`config.mk`:
```
export PLATFORM = sky130hd
export DESIGN_NAME = fir_tile_feeder
export DESIGN_NICKNAME = d
export VERILOG_FILES = /design/src/rtl/fir_tile_feeder.sv
export SDC_FILE = /design/constraint.sdc
export NUM_CORES = 1
export LEC_CHECK = 0
export BUFFER_PORTS_ARGS = -buffer_cell sky130_fd_sc_hd__buf_2
export CORE_UTILIZATION = 35
export CTS_BUF_LIST = sky130_fd_sc_hd__clkbuf_8
export CTS_CLUSTER_DIAMETER = 50
export DETAILED_ROUTE_END_ITERATION = 16
export PLACE_DENSITY = 0.59
export SLEW_MARGIN = 20
export SYNTH_ARGS = -nofsm -noshare
export SYNTH_HDL_FRONTEND = slang
export SYNTH_SLANG_ARGS = --single-unit
```
`constraint.sdc`:
```
create_clock -name clk -period 3.1 [get_ports clk]
set_clock_uncertainty 0.05 [all_clocks]
set_input_delay 0.31 -clock clk [delete_from_list [all_inputs] [get_ports clk]]
set_output_delay 0.31 -clock clk [all_outputs]
set_load 0.01 [all_outputs]
```
`src/rtl/fir_tile_feeder.sv`:
```
// FIR tile feeder: one job = config beat, CFG_GAP idle cycles, num tap beats (descending index), one sample frame.
// Latency: 1 cycle from cfg/tap/sample handshake to tile beat; backpressure: sample ready follows tile_ready, taps never stall.
module fir_tile_feeder #(
    parameter int DW      = 16,
    parameter int CNT_W   = 8,
    parameter int LEN_W   = 16,
    parameter int CFG_GAP = 4
) (
    input  logic              clk,
    input  logic              rst_n,
    input  logic              cfg_valid,
    output logic              cfg_ready,
    input  logic [CNT_W-1:0]  cfg_num,
    input  logic [1:0]        cfg_mode,
    input  logic [LEN_W-1:0]  cfg_len,
    input  logic              tap_in_valid,
    output logic              tap_in_ready,
    input  logic [2*DW-1:0]   tap_in_data,
    input  logic              smp_in_valid,
    output logic              smp_in_ready,
    input  logic [2*DW-1:0]   smp_in_data,
    input  logic              tile_ready,
    output logic              cont_valid,
    output logic [CNT_W-1:0]  cont_num,
    output logic [1:0]        cont_mode,
    output logic              tap_valid,
    output logic [2*DW-1:0]   tap_data,
    output logic [CNT_W-1:0]  tap_count,
    output logic              smp_valid,
    output logic [2*DW-1:0]   smp_data,
    output logic              busy,
    output logic              cfg_err
);

    localparam int GAP_W = (CFG_GAP < 1) ? 1 : $clog2(CFG_GAP + 1);

    typedef enum logic [2:0] {
        ST_IDLE,
        ST_CFG,
        ST_GAP,
        ST_TAP,
        ST_STREAM
    } state_t;

    typedef struct packed {
        logic [DW-1:0] re;
        logic [DW-1:0] im;
    } cpx_t;

    state_t              state_q, state_d;
    logic [GAP_W-1:0]    gap_q, gap_d;
    logic [CNT_W-1:0]    k_q, k_d;
    logic [LEN_W-1:0]    rem_q, rem_d;
    logic                cfg_err_q, cfg_err_d;
    logic                cont_valid_q, cont_valid_d;
    logic [CNT_W-1:0]    cont_num_q, cont_num_d;
    logic [1:0]          cont_mode_q, cont_mode_d;
    logic                tap_valid_q, tap_valid_d;
    cpx_t                tap_data_q, tap_data_d;
    logic [CNT_W-1:0]    tap_count_q, tap_count_d;
    logic                smp_valid_q, smp_valid_d;
    cpx_t                smp_data_q, smp_data_d;
    logic                smp_rdy;

    assign smp_rdy      = (state_q == ST_STREAM) && tile_ready && (rem_q != '0);
    assign smp_in_ready = smp_rdy;
    assign cfg_ready    = (state_q == ST_IDLE);
    assign tap_in_ready = (state_q == ST_TAP);
    assign busy         = (state_q != ST_IDLE);

    assign cfg_err      = cfg_err_q;
    assign cont_valid   = cont_valid_q;
    assign cont_num     = cont_num_q;
    assign cont_mode    = cont_mode_q;
    assign tap_valid    = tap_valid_q;
    assign tap_data     = tap_data_q;
    assign tap_count    = tap_count_q;
    assign smp_valid    = smp_valid_q;
    assign smp_data     = smp_data_q;

    always_comb begin
        state_d      = state_q;
        gap_d        = gap_q;
        k_d          = k_q;
        rem_d        = rem_q;
        cfg_err_d    = cfg_err_q;
        cont_valid_d = 1'b0;
        cont_num_d   = cont_num_q;
        cont_mode_d  = cont_mode_q;
        tap_valid_d  = 1'b0;
        tap_data_d   = tap_data_q;
        tap_count_d  = tap_count_q;
        smp_valid_d  = 1'b0;
        smp_data_d   = smp_data_q;

        case (state_q)
            ST_IDLE: begin
                if (cfg_valid) begin
                    if (cfg_num != '0) begin
                        cont_valid_d = 1'b1;
                        cont_num_d   = cfg_num;
                        cont_mode_d  = cfg_mode;
                        k_d          = cfg_num - CNT_W'(1);
                        rem_d        = cfg_len;
                        cfg_err_d    = 1'b0;
                        state_d      = ST_CFG;
                    end else begin
                        cfg_err_d    = 1'b1;
                    end
                end
            end
            ST_CFG: begin
                gap_d   = GAP_W'(CFG_GAP);
                state_d = (CFG_GAP == 0) ? ST_TAP : ST_GAP;
            end
            ST_GAP: begin
                if (gap_q <= GAP_W'(1)) begin
                    state_d = ST_TAP;
                end else begin
                    gap_d   = gap_q - GAP_W'(1);
                end
            end
            ST_TAP: begin
                if (tap_in_valid) begin
                    tap_valid_d = 1'b1;
                    tap_data_d  = cpx_t'(tap_in_data);
                    tap_count_d = k_q;
                    k_d         = k_q - CNT_W'(1);
                    // Zero-length frames skip the sample phase entirely.
                    if (k_q == '0) begin
                        state_d = (rem_q == '0) ? ST_IDLE : ST_STREAM;
                    end
                end
            end
            ST_STREAM: begin
                if (smp_in_valid && smp_rdy) begin
                    smp_valid_d = 1'b1;
                    smp_data_d  = cpx_t'(smp_in_data);
                    rem_d       = rem_q - LEN_W'(1);
                    if (rem_q == LEN_W'(1)) begin
                        state_d = ST_IDLE;
                    end
                end
            end
            default: begin
                state_d = ST_IDLE;
            end
        endcase
    end

    always_ff @(posedge clk) begin
        if (!rst_n) begin
            state_q      <= ST_IDLE;
            gap_q        <= '0;
            k_q          <= '0;
            rem_q        <= '0;
            cfg_err_q    <= 1'b0;
            cont_valid_q <= 1'b0;
            cont_num_q   <= '0;
            cont_mode_q  <= '0;
            tap_valid_q  <= 1'b0;
            tap_data_q   <= '0;
            tap_count_q  <= '0;
            smp_valid_q  <= 1'b0;
            smp_data_q   <= '0;
        end else begin
            state_q      <= state_d;
            gap_q        <= gap_d;
            k_q          <= k_d;
            rem_q        <= rem_d;
            cfg_err_q    <= cfg_err_d;
            cont_valid_q <= cont_valid_d;
            cont_num_q   <= cont_num_d;
            cont_mode_q  <= cont_mode_d;
            tap_valid_q  <= tap_valid_d;
            tap_data_q   <= tap_data_d;
            tap_count_q  <= tap_count_d;
            smp_valid_q  <= smp_valid_d;
            smp_data_q   <= smp_data_d;
        end
    end

endmodule

```
* Word level (Yosys, flattened, before mapping)
Cells that the tools add are included.
** Cells by class
- Reduce and logical (&&, ||, !) cells :: 23
- Magnitude comparators :: 1
- Eq/ne operators :: 13
- Add/subtract/negate cells :: 4
- Multiplexer cells :: 23
** Operators with widths (count)
- $mux 16 :: 3
- $pmux 16 s2 :: 1
- $mux 3 :: 9
- $mux 8 :: 3
- $eq 16x1->1 const B :: 1
- $logic_not 16->1 :: 1
- $pmux 8 s2 :: 1
- $reduce_bool 16->1 :: 1
- $sub 16x1->16 const B :: 1
- $sub 8x1->8 const B :: 2
- $pmux 3 s5 :: 1
- $reduce_and 2->1 :: 6
- $logic_not 8->1 :: 1
- $ne 2x1->1 const B :: 4
- $ne 2x2->1 const B :: 4
- $reduce_and 4->1 :: 2
- $reduce_bool 8->1 :: 1
- $reduce_and 7->1 :: 1
- $eq 3x2->1 const B :: 2
- $pmux 3 s2 :: 1
- $reduce_and 3->1 :: 2
- $reduce_bool 2->1 :: 3
- $mux 1 :: 4
- $eq 3x1->1 const B :: 1
- other kinds (6) :: 8
** Word-level totals
- Output and inout bits :: 90
- Input bits :: 96
- Word-level logic and storage cells :: 79
- Register bits :: 116

* Logic depth before layout (Yosys ltp)
Gate-level depths: netlist of run 1.
- Word-level depth :: 6
- Gate-level depth with buffers :: 11
- Mapped depth without buffers :: 8

* Worst setup path after synthesis of run 1
No wires, ideal clock.
- Kind :: flip-flop to flip-flop
- Start point :: register state_q[2]
- End point :: register k_q[6]
- Cell stages (with the launch flop) :: 11
- Slack :: 0.726 ns
- Buffers on the path :: 3
- Clock period less this slack :: 2.374 ns
- Library setup time :: 0.119 ns
- Arrival :: 2.206 ns
- Required time :: 2.931 ns
- Cells stage by stage :: dfxtp_1 -> buf_2 -> nand3b_1 -> clkbuf_1 -> mux2i_1 -> ha_1 -> clkbuf_1 -> nand3_1 -> xor2_1 -> a2bb2oi_1 -> o221a_2
** On the way
- Word-level cells in the longest chain between the ends :: 3
- Elaborated cells between the ends (all ways) :: 8
- Classes of those cells :: 4 x eq/ne; 1 x mux; 3 x reduce/logical
** RTL lines
- from (decl) :: line 50 : state_t state_q, state_d;
- from (signal assigned) :: line 167 : state_q <= state_d;
- $eq 3x2->1 / $logic_not 3->1 (equally long branches) :: line 96 : case (state_q)
- $ne 2x2->1 (no source line), or another cell as far along
- $reduce_and 4->1 (no source line)
- to (signal assigned) :: line 169 : k_q <= k_d;
- to (decl) :: line 52 : logic [CNT_W-1:0] k_q, k_d;
Several ways; a longest one is shown, not always the timed one.
A chain may end at the register's enable or synchronous reset.

* Worst setup path in the final report of run 1
- Start point :: register rem_q[4]
- End point :: output smp_in_ready
** On the way
- Word-level cells in the longest chain between the ends :: 2
** RTL lines
- from (decl) :: line 53 : logic [LEN_W-1:0] rem_q, rem_d;
- from (signal assigned) :: line 170 : rem_q <= rem_d;
- $reduce_bool 16->1 :: line 65 : assign smp_rdy = (state_q == ST_STREAM) && tile_ready && (rem_q != '0);
- $logic_and 1x1->1 :: line 65
- to (decl) :: line 20 : output logic smp_in_ready,
No other way between the ends.

==> results_dict.tcl, run 1 <==
set metrics [dict create \
    dieArea_um2 15100 \
    synth.distinct_cells 62 \
    core_area_um2 14000 \
    dieHeight_um 123 \
    gp_congestion 0.848 \
    numPortBuffers 185 \
    async_flop_share 0 \
    h-tree-depth 4 \
    worst-setup-path-type "reg -> out" \
    vias 5057 \
    tightestPinTransition_ns 0.779 \
    period_share 0.820 \
    syn_to_final_growth_pct 28.4 \
    met3_wirelength_um 715 \
    synth_flop_cell "dfxtp_1" \
    dr.max_layer_used "met4" \
    cts_tree "done" \
    synth.avg_cell_area_um2 7.81 \
    yosys.area.top_type "dfxtp_1" \
    slew_headroom 0.481 \
    final-seq-area_um2 2320 \
    grt_max_degree 70 \
    drtIter0Drc 315 \
    ys_ff_latch 116 \
    antennaDiodeCount 0 \
    cap_violations 0 \
    dr.pass1.iters 4 \
    dp_hpwl_um 9940 \
    nets 922 \
    clockBufferDepth 2 \
    finalSetupTns_ns 0 \
    fin_hold_ws_ns 0.0561 \
    grt_pass1_wl_um 22500 \
    chipWidth_um 123 \
    fillCellCount 1439 \
    status "complete, no violations" \
    antenna_left 0 \
    setup-violations-final 0 \
    wl_met1_um 6680 \
    cts-root-buf "clkbuf_8" \
    viasPerCell 5.00 \
    synth.top_cell.area_share 0.455 \
    power_mw 4.48 \
    synth_edf_count 0 \
    yosys_warnings 0 \
    rows 43 \
    hold_class "in -> reg" \
    wl_met2_um 6600 \
    initial_utilization 0.363 \
    clkSinkCount 116 \
    fmax_mhz 393 \
    post_cts_buffers 0 \
    rsz0062_at_grt "false" \
    clock_latency_ns 0.43 \
    multi_input_area_um2 2500 \
    layout-drive-gt1-share 0.298 \
    regToRegSetupSlack_ns 0.61 \
    worstPathRequired_ns 2.74 \
    vdd_drop_max_v 0.000306 \
    cp.arrival_ns 2.18 \
    clk_pin_slew_ns 0.07 \
    wl_per_cell_um 14.0 \
    startpoint_type "flop" \
    dp_cells 981 \
    synth_area_leaders "dfxtp_1 46%, nand2_1 14%, a21oi_1 9.8%" \
    ctsResizeCount 0 \
    antenna_found_initial 0 \
    layout_min_cycle_time_ns 2.54 \
    ys_seq_area_frac 0.455 \
    hold_buffers 0 \
    leakage_nw 2.81 \
    ioPinCount 186 \
    powerDensity_nw_per_um2 684 \
    postSynthCellCount 653 \
    cts_made_buffers 17 \
    mappedNetlistArea_um2 5100 \
    gr-usage-all-layers 0.190 \
    synth_nets 755 \
    totalWireLength_um 14200 \
    crit_fanout 8 \
    slew_viol_final 0 \
    grt_pass1_vias 4643 \
    final_cell_count_no_fill 1012 \
    post-route-drc-count 0 \
    cp-end-kind "output port" \
    grt_overflow 0 \
    hold_viol 0 \
]
-- layer usage --
layer / GRT usage / vias up
met5: 0 / -
met4: 0.0770 / 0
met3: 0.0437 / 14
met2: 0.302 / 148
met1: 0.248 / 2314
li1: - / 2581
-- cells in the mapped netlist (3+ instances only) --
cell type and instances:
nor3_1 10, nor4_1 9, a31oi_1 5, clkbuf_1 36, a21oi_1 100, buf_6 3
or3_1 4, a22oi_1 3, a2bb2oi_1 3, o21a_1 3, o211ai_1 8, buf_4 3
nand2_1 192, or4_1 3, inv_1 10, o21ai_0 14, buf_2 8, nand3_1 7
a21o_1 5, xor2_1 3, nor2_1 37, ha_1 6, nand3b_1 3, o22ai_1 4
dfxtp_1 116, o31ai_1 9
-- cells in the final DEF (no fill, tap or decap), types with 4 or more instances in the layout --
| cell | count |
|---|---|
| a21o_1 | 5 |
| a21oi_1 | 100 |
| a31oi_1 | 5 |
| buf_2 | 185 |
| buf_4 | 13 |
| clkbuf_8 | 22 |
| dfxtp_1 | 116 |
| ha_1 | 6 |
| inv_1 | 11 |
| nand2_1 | 192 |
| nand3_1 | 7 |
| nor2_1 | 37 |
| nor3_1 | 10 |
| nor4_1 | 9 |
| o211ai_1 | 8 |
| o21ai_0 | 14 |
| o22ai_1 | 4 |
| o31ai_1 | 9 |
| or3_1 | 4 |
-- metrics by stage --
| step | instance area, µm² | setup slack [ns] | utilization |
|---|---|---|---|
| after detailed placement | 6120 | 0.616 | 0.436 |
| after global placement | 6120 | 0.665 | 0.436 |
| after floorplan | 5100 | 0.726 | - |
| after global routing | 6550 | 0.338 | 0.466 |
| after CTS | 6550 | 0.551 | 0.466 |
| final | 6550 | 0.559 | 0.466 |
-- worst paths after layout --
path                            cells past startpoint      endpoint            start
worst max-delay path                                4  smp_in_ready         rem_q[4]
worst min register to register                      2  tap_count[4]     tap_count[4]
worst max register to register                      7        k_q[2]       state_q[2]
worst min-delay path                                3  tap_data[10]  tap_in_data[10]
-- critical path: stages (launching register included) --
cell and delay, ns:
dfxtp_1 0.36, nor4_1 0.56, nand4_1 0.37, and3_1 0.32, buf_2 0.14
-- registers in the layout (all words and copies together), names as in the netlist --
| register | count |
|---|---|
| smp_data | 32 |
| tap_data | 32 |
| rem_q | 16 |
| cont_num | 8 |
| k_q | 8 |
| tap_count | 8 |
| gap_q | 3 |
| state_q | 3 |
| cont_mode | 2 |
| cfg_err | 1 |
| cont_valid | 1 |
| smp_valid | 1 |
| tap_valid | 1 |
-- area by class of cell --
class | instances | area share
clock buffers | 22 | 0.0462
clock inverters | 9 | 0.0193
inverters | 11 | 0.00650
multi-input cells | 476 | 0.383
flip-flops and latches | 116 | 0.355
well taps | 180 | 0.0344
repair buffers | 198 | 0.156
-- cells by family after synthesis --
kind of cell / after synthesis / synth area share
fa+ha+maj: 6 / 0.0147
flops: 116 / 0.455
simple gates: 284 / 0.246
buf+inv: 61 / 0.0535
compound gates: 179 / 0.218
mux: 3 / 0.00613
xor+xnor: 4 / 0.00687
-- power by group --
part           leakage (nW)  internal [mW]  total (mW)  switching, mW
registers             0.941           1.64        1.82          0.182
logic                  1.65          0.477        1.15          0.677
clock network         0.214          0.892        1.50          0.609
No activity file was read; power rests on OpenSTA's default activity.
==> inputs of run 2 (changes only) <==
Clock period 3.1 ns to 2.5 ns, I/O delays scaled along.
==> results_dict.tcl, run 2 (synthesis results as in run 1) <==
set metrics [dict create \
    setup_ws_ns 0.106 \
    h-tree-depth 4 \
    startpoint_type "flop" \
    cts_tree "done" \
    rsz0062_at_grt "false" \
    vdd_drop_max_v 0.000366 \
    regToRegSetupSlack_ns 0.28 \
    cp-end-kind "output port" \
    rr_worst_depth 8 \
    drtIter0Drc 343 \
    antenna_found_initial 1 \
    clockBufferDepth 2 \
    p_sw_mw 1.89 \
    layout-drive-gt1-share 0.282 \
    mostFrequentLayoutCells "192 x nand2_1, 185 x buf_2, 116 x dfxtp_1" \
    viasPerCell 5.00 \
    cp.arrival_ns 2.09 \
    fmax_mhz 418 \
    layout_min_cycle_time_ns 2.39 \
    antenna_left 0 \
    finalSetupTns_ns 0 \
    clock_latency_ns 0.43 \
    core_area_um2 14000 \
    worstHoldEndpoint "cont_num[0]" \
    min_from "cfg_num[0]" \
    ctsResizeCount 0 \
    dr.pass1.iters 6 \
    worst-setup-path-type "reg -> out" \
    chipWidth_um 123 \
    cap_violations 0 \
    ioPinCount 186 \
    grt_pass1_wl_um 23400 \
    p_sw_frac 0.336 \
    cts_made_buffers 17 \
    powerDensity_nw_per_um2 776 \
    pwr-share-comb 0.277 \
    fin_hold_ws_ns 0.0439 \
    hold_viol 0 \
    clk_pin_slew_ns 0.07 \
    layout_commonest_cell "nand2_1" \
    post-route-drc-count 0 \
    period_share 0.958 \
    syn_to_final_growth_pct 42.7 \
    slew_headroom 0.619 \
    totalWireLength_um 15100 \
    worstPathRequired_ns 2.20 \
    rows 43 \
    status "complete, no violations" \
    numPortBuffers 185 \
    p_clk_frac 0.326 \
    hold_class "in -> reg" \
    hold-path-cell-count 3 \
    grt_pass1_vias 5007 \
    slew_viol_final 0 \
    nets 991 \
    r2r-start "state_q[2]" \
    gr-usage-all-layers 0.199 \
    cts-root-buf "clkbuf_8" \
    vias 5412 \
    gp_congestion 0.864 \
    p_int_mw 3.75 \
    dieHeight_um 123 \
    leakage_nw 3.11 \
    dieArea_um2 15100 \
    clkSinkCount 116 \
    wl_per_cell_um 13.9 \
    r2r-end "k_q[2]" \
    crit_fanout 8 \
    tightestPinTransition_ns 0.567 \
    grt_overflow 0 \
    initial_utilization 0.363 \
    setup-violations-final 0 \
    place_ws_ns 0.290 \
    dp_hpwl_um 9940 \
    pwr-share-seq 0.398 \
    grt_max_degree 62 \
]
[run 2: cell count changes in the layout (fill, tap and decap cells not counted), sizes merged]
cell	change
diode	+1
clkbuf	-4
clkinvlp	-1
dlygate4sd3	+65
inv	+2
clkinv	+4
buf	+4
[run 2: timing repair]
action	4_1_cts	5_1_grt
hold endpoints to repair	65	0
setup buffers	0	0
setup endpoints to repair	0	0
hold buffers	65	0
[run 2: metrics by stage]
stage               cell area [µm²]   util  instances  power [mW]
CTS                            7270  0.518       1082        5.70
floorplan                      5100      -        653        3.30
detailed placement             6200  0.441        985        3.76
finish                         7280  0.518       1083        5.65
global route                   7280  0.518       1083        5.99
global placement               6200  0.441        985        3.73
[run 2: worst max path at each step]
| stage | slack [ns] | start | to |
|---|---|---|---|
| floorplan | 0.13 | state_q[2] | k_q[6] |
| global placement | 0.35 | cfg_num[0] | k_q[6] |
| detailed placement | 0.29 | cfg_num[0] | k_q[6] |
| CTS | 0.04 | rem_q[4] | smp_in_ready |
| global route | 0.004 | rem_q[4] | smp_in_ready |
| finish | 0.11 | rem_q[4] | smp_in_ready |
[run 2: routing by layer]
metal	routed length (µm)	vias to the layer above	GRT usage
met4	276	0	0.0915
li1	-	2727	-
met2	7200	177	0.317
met1	6740	2482	0.250
met5	0	-	0
met3	830	26	0.0516
[run 2: power by group through the flow]
stage,Sequential [mW],Combinational [mW],Clock (mW)
finish,2.24,1.56,1.84
global route,2.27,1.74,1.98
CTS,2.24,1.56,1.90
detailed placement,2.28,1.48,0
global placement,2.27,1.46,0
floorplan,2.23,1.07,0
[run 2: cell type report]
class	count	area [µm²]
Inverter	11	42.5
Clock inverter	14	176
Sequential cell	116	2320
Timing Repair Buffer	267	1750
Clock buffer	18	248
Antenna cell	1	2.50
Tap cell	180	225
Multi-Input combinational cell	476	2500
Fill cell	1316	6770
[run 2: critical path: stages, from the launching register on]
cell and delay [ns]:
dfxtp_1 0.36, nor4_1 0.55, nand4_1 0.21, buf_4 0.21
and3_1 0.19, buf_2 0.14
==> inputs of run 3 (changes only) <==
Settings changed: ABC_AREA set to 1, RECOVER_POWER set to 100.
==> results_dict.tcl, run 3 <==
set metrics [dict create \
    status "complete, no violations" \
    met3_wirelength_um 779 \
    synth_xor_area_frac 0.0100 \
    ys_ff_latch 116 \
    hold_buffers 41 \
    cts-root-buf "clkbuf_8" \
    layout-drive-gt1-share 0.161 \
    layout_commonest_cell "nor2_1" \
    dp_hpwl_um 9410 \
    cpPeakStageDelay_ns 0.46 \
    final_core_util 0.475 \
    wl_per_cell_um 12.5 \
    ioPinCount 186 \
    setup_ws_ns 0.411 \
    clk_pin_slew_ns 0.08 \
    cp.arrival_ns 2.38 \
    mostFrequentLayoutCells "128 x nor2_1, 116 x dfxtp_1, 107 x nand2_1" \
    crit_top_cell "inv_1" \
    dieHeight_um 124 \
    ctsResizeCount 0 \
    dp_cells 1072 \
    leakage_nw 3.12 \
    clockBufferDepth 2 \
    clock_latency_ns 0.44 \
    drtIter0Drc 266 \
    period_share 0.835 \
    r2r-start "state_q[0]" \
    yosys_warnings 0 \
    totalWireLength_um 14300 \
    hold_class "in -> reg" \
    clkSinkCount 116 \
    regToRegSetupSlack_ns 0.41 \
    mappedNetlistArea_um2 5240 \
    rsz0062_at_grt "false" \
    cap_violations 0 \
    wl_met1_um 6450 \
    synth.avg_cell_area_um2 7.16 \
    crit_fanout 10 \
    rr_worst_depth 11 \
    vdd_drop_max_v 0.000343 \
    startpoint_type "flop" \
    worstHoldEndpoint "smp_data[0]" \
    grt_max_degree 91 \
    synth-simple-area-share 0.258 \
    synth_flop_cell "dfxtp_1" \
    synth_common_cells "125 x nor2_1, 116 x dfxtp_1, 105 x nand2_1, 88 x o21ai_0, 86 x inv_1" \
    multi_input_area_um2 2340 \
    min_from "smp_in_data[0]" \
    powerDensity_nw_per_um2 966 \
    synth_compound_area_frac 0.171 \
    crit_path_top_delay_cell "dfxtp_1" \
    initial_utilization 0.359 \
    final_cell_count_no_fill 1145 \
    async_flop_share 0 \
    tightestPinTransition_ns 0.568 \
    slew_viol_final 0 \
    synth_area_leaders "dfxtp_1 44%, nor2_1 9.0%, o21ai_0 8.4%" \
    post_cts_buffers 0 \
    grt_overflow 0 \
    crit_chain "inv_2 -> nand2_1 -> nor2_4 -> nand2_2 -> nor2_1 -> nor2_1 -> inv_1 -> o21ai_0 -> inv_1 -> o21ai_1 -> inv_1" \
    yosys.area_share.adder 0.0143 \
    synth_edf_count 0 \
    antenna_found_initial 0 \
    r2r-end "k_q[3]" \
    cts_made_buffers 17 \
    post-route-drc-count 0 \
    worstPathRequired_ns 2.79 \
    gp_congestion 0.818 \
    synthMuxAreaShare 0.00191 \
    synth.distinct_cells 37 \
    place_ws_ns 0.492 \
    synth_top_family_by_area "simple AND/OR/NAND/NOR gates" \
    setup-violations-final 0 \
    yosysMostFrequentCell "nor2_1" \
    numPortBuffers 185 \
    viasPerCell 4.60 \
    wl_met2_um 6810 \
    grt_pass1_wl_um 23600 \
    postSynthCellCount 731 \
    layout_min_cycle_time_ns 2.09 \
    worst-setup-path-type "reg -> reg" \
    ys_seq_area_frac 0.443 \
    fillCellCount 1509 \
    antenna_left 0 \
    nets 1050 \
    dr.pass1.iters 4 \
    slew_headroom 0.621 \
    dr.max_layer_used "met4" \
    core_area_um2 14600 \
    grt_pass1_vias 5016 \
    finalSetupTns_ns 0 \
    synth_nets 833 \
    hold-path-cell-count 3 \
    chipWidth_um 124 \
    dieArea_um2 15500 \
    vias 5272 \
    h-tree-depth 4 \
    rows 44 \
    cp-end-kind "flop" \
    antennaDiodeCount 0 \
    gr-usage-all-layers 0.187 \
    yosys.area.top_type "dfxtp_1" \
    syn_to_final_growth_pct 32.2 \
    final-seq-area_um2 2320 \
    synth.top_cell.area_share 0.443 \
    power_mw 6.69 \
    fmax_mhz 479 \
    hold_viol 0 \
    cts_tree "done" \
]
==> run 3: cell types whose count changed in the layout (fill, tap and decap cells not counted), moves of 43 or more <==
cell	delta
nor2_1	+91
buf_2	-90
clkbuf_1	+90
nand2_1	-85
o21ai_0	+81
inv_1	+78
a21oi_1	-44
nand3_1	+43
==> run 3: final cells by class <==
class,instances,area share
Multi-Input combinational cell,489,0.339
Clock inverter,15,0.0248
Clock buffer,17,0.0338
Inverter,92,0.0499
Tap cell,184,0.0333
Timing Repair Buffer,232,0.184
Sequential cell,116,0.335
==> run 3: worst max path at each step <==
stage,startpoint,end,slack (ns),cells after the start
2_1_floorplan,state_q[0],k_q[2],0.77,9
3_3_place_gp,state_q[0],rem_q[7],0.49,9
3_5_place_dp,state_q[0],rem_q[7],0.49,9
4_1_cts,state_q[0],rem_q[7],0.47,9
5_1_grt,state_q[0],k_q[3],0.16,11
6_report,state_q[0],k_q[3],0.41,11
==> run 3: power by group <==
part	internal [mW]	switching [mW]
combinational	0.865	1.58
sequential	2.19	0.272
clock	0.909	0.873
total	3.96	2.73
==> run 3: cell families after synthesis <==
group	after synthesis
multiplexers	1
flip-flops	116
buffers and inverters	126
AO/OA/AOI/OAI	169
XOR/XNOR	6
AND/OR/NAND/NOR	307
adder cells (fa/ha/maj)	6
==> run 3: per-layer routing <==
metal	up-vias	track usage
met1	2344	0.224
met3	17	0.0571
li1	2772	-
met5	-	0
met2	139	0.317
met4	0	0.0638
==> run 3: critical path: cells and delay by family, from the launching register on <==
family	cells	cell delay, ns
AND/OR/NAND/NOR	5	0.77
flip-flops	1	0.46
AO/OA/AOI/OAI	2	0.28
buffers and inverters	4	0.44
==> run 3: stage by stage <==
step,area [µm²],hold slack (ns)
CTS,7080,0.00359
finish,6920,0.0281
detailed placement,6260,0.384
global placement,6260,0.379
global route,6920,0.0204
floorplan,5240,0.303
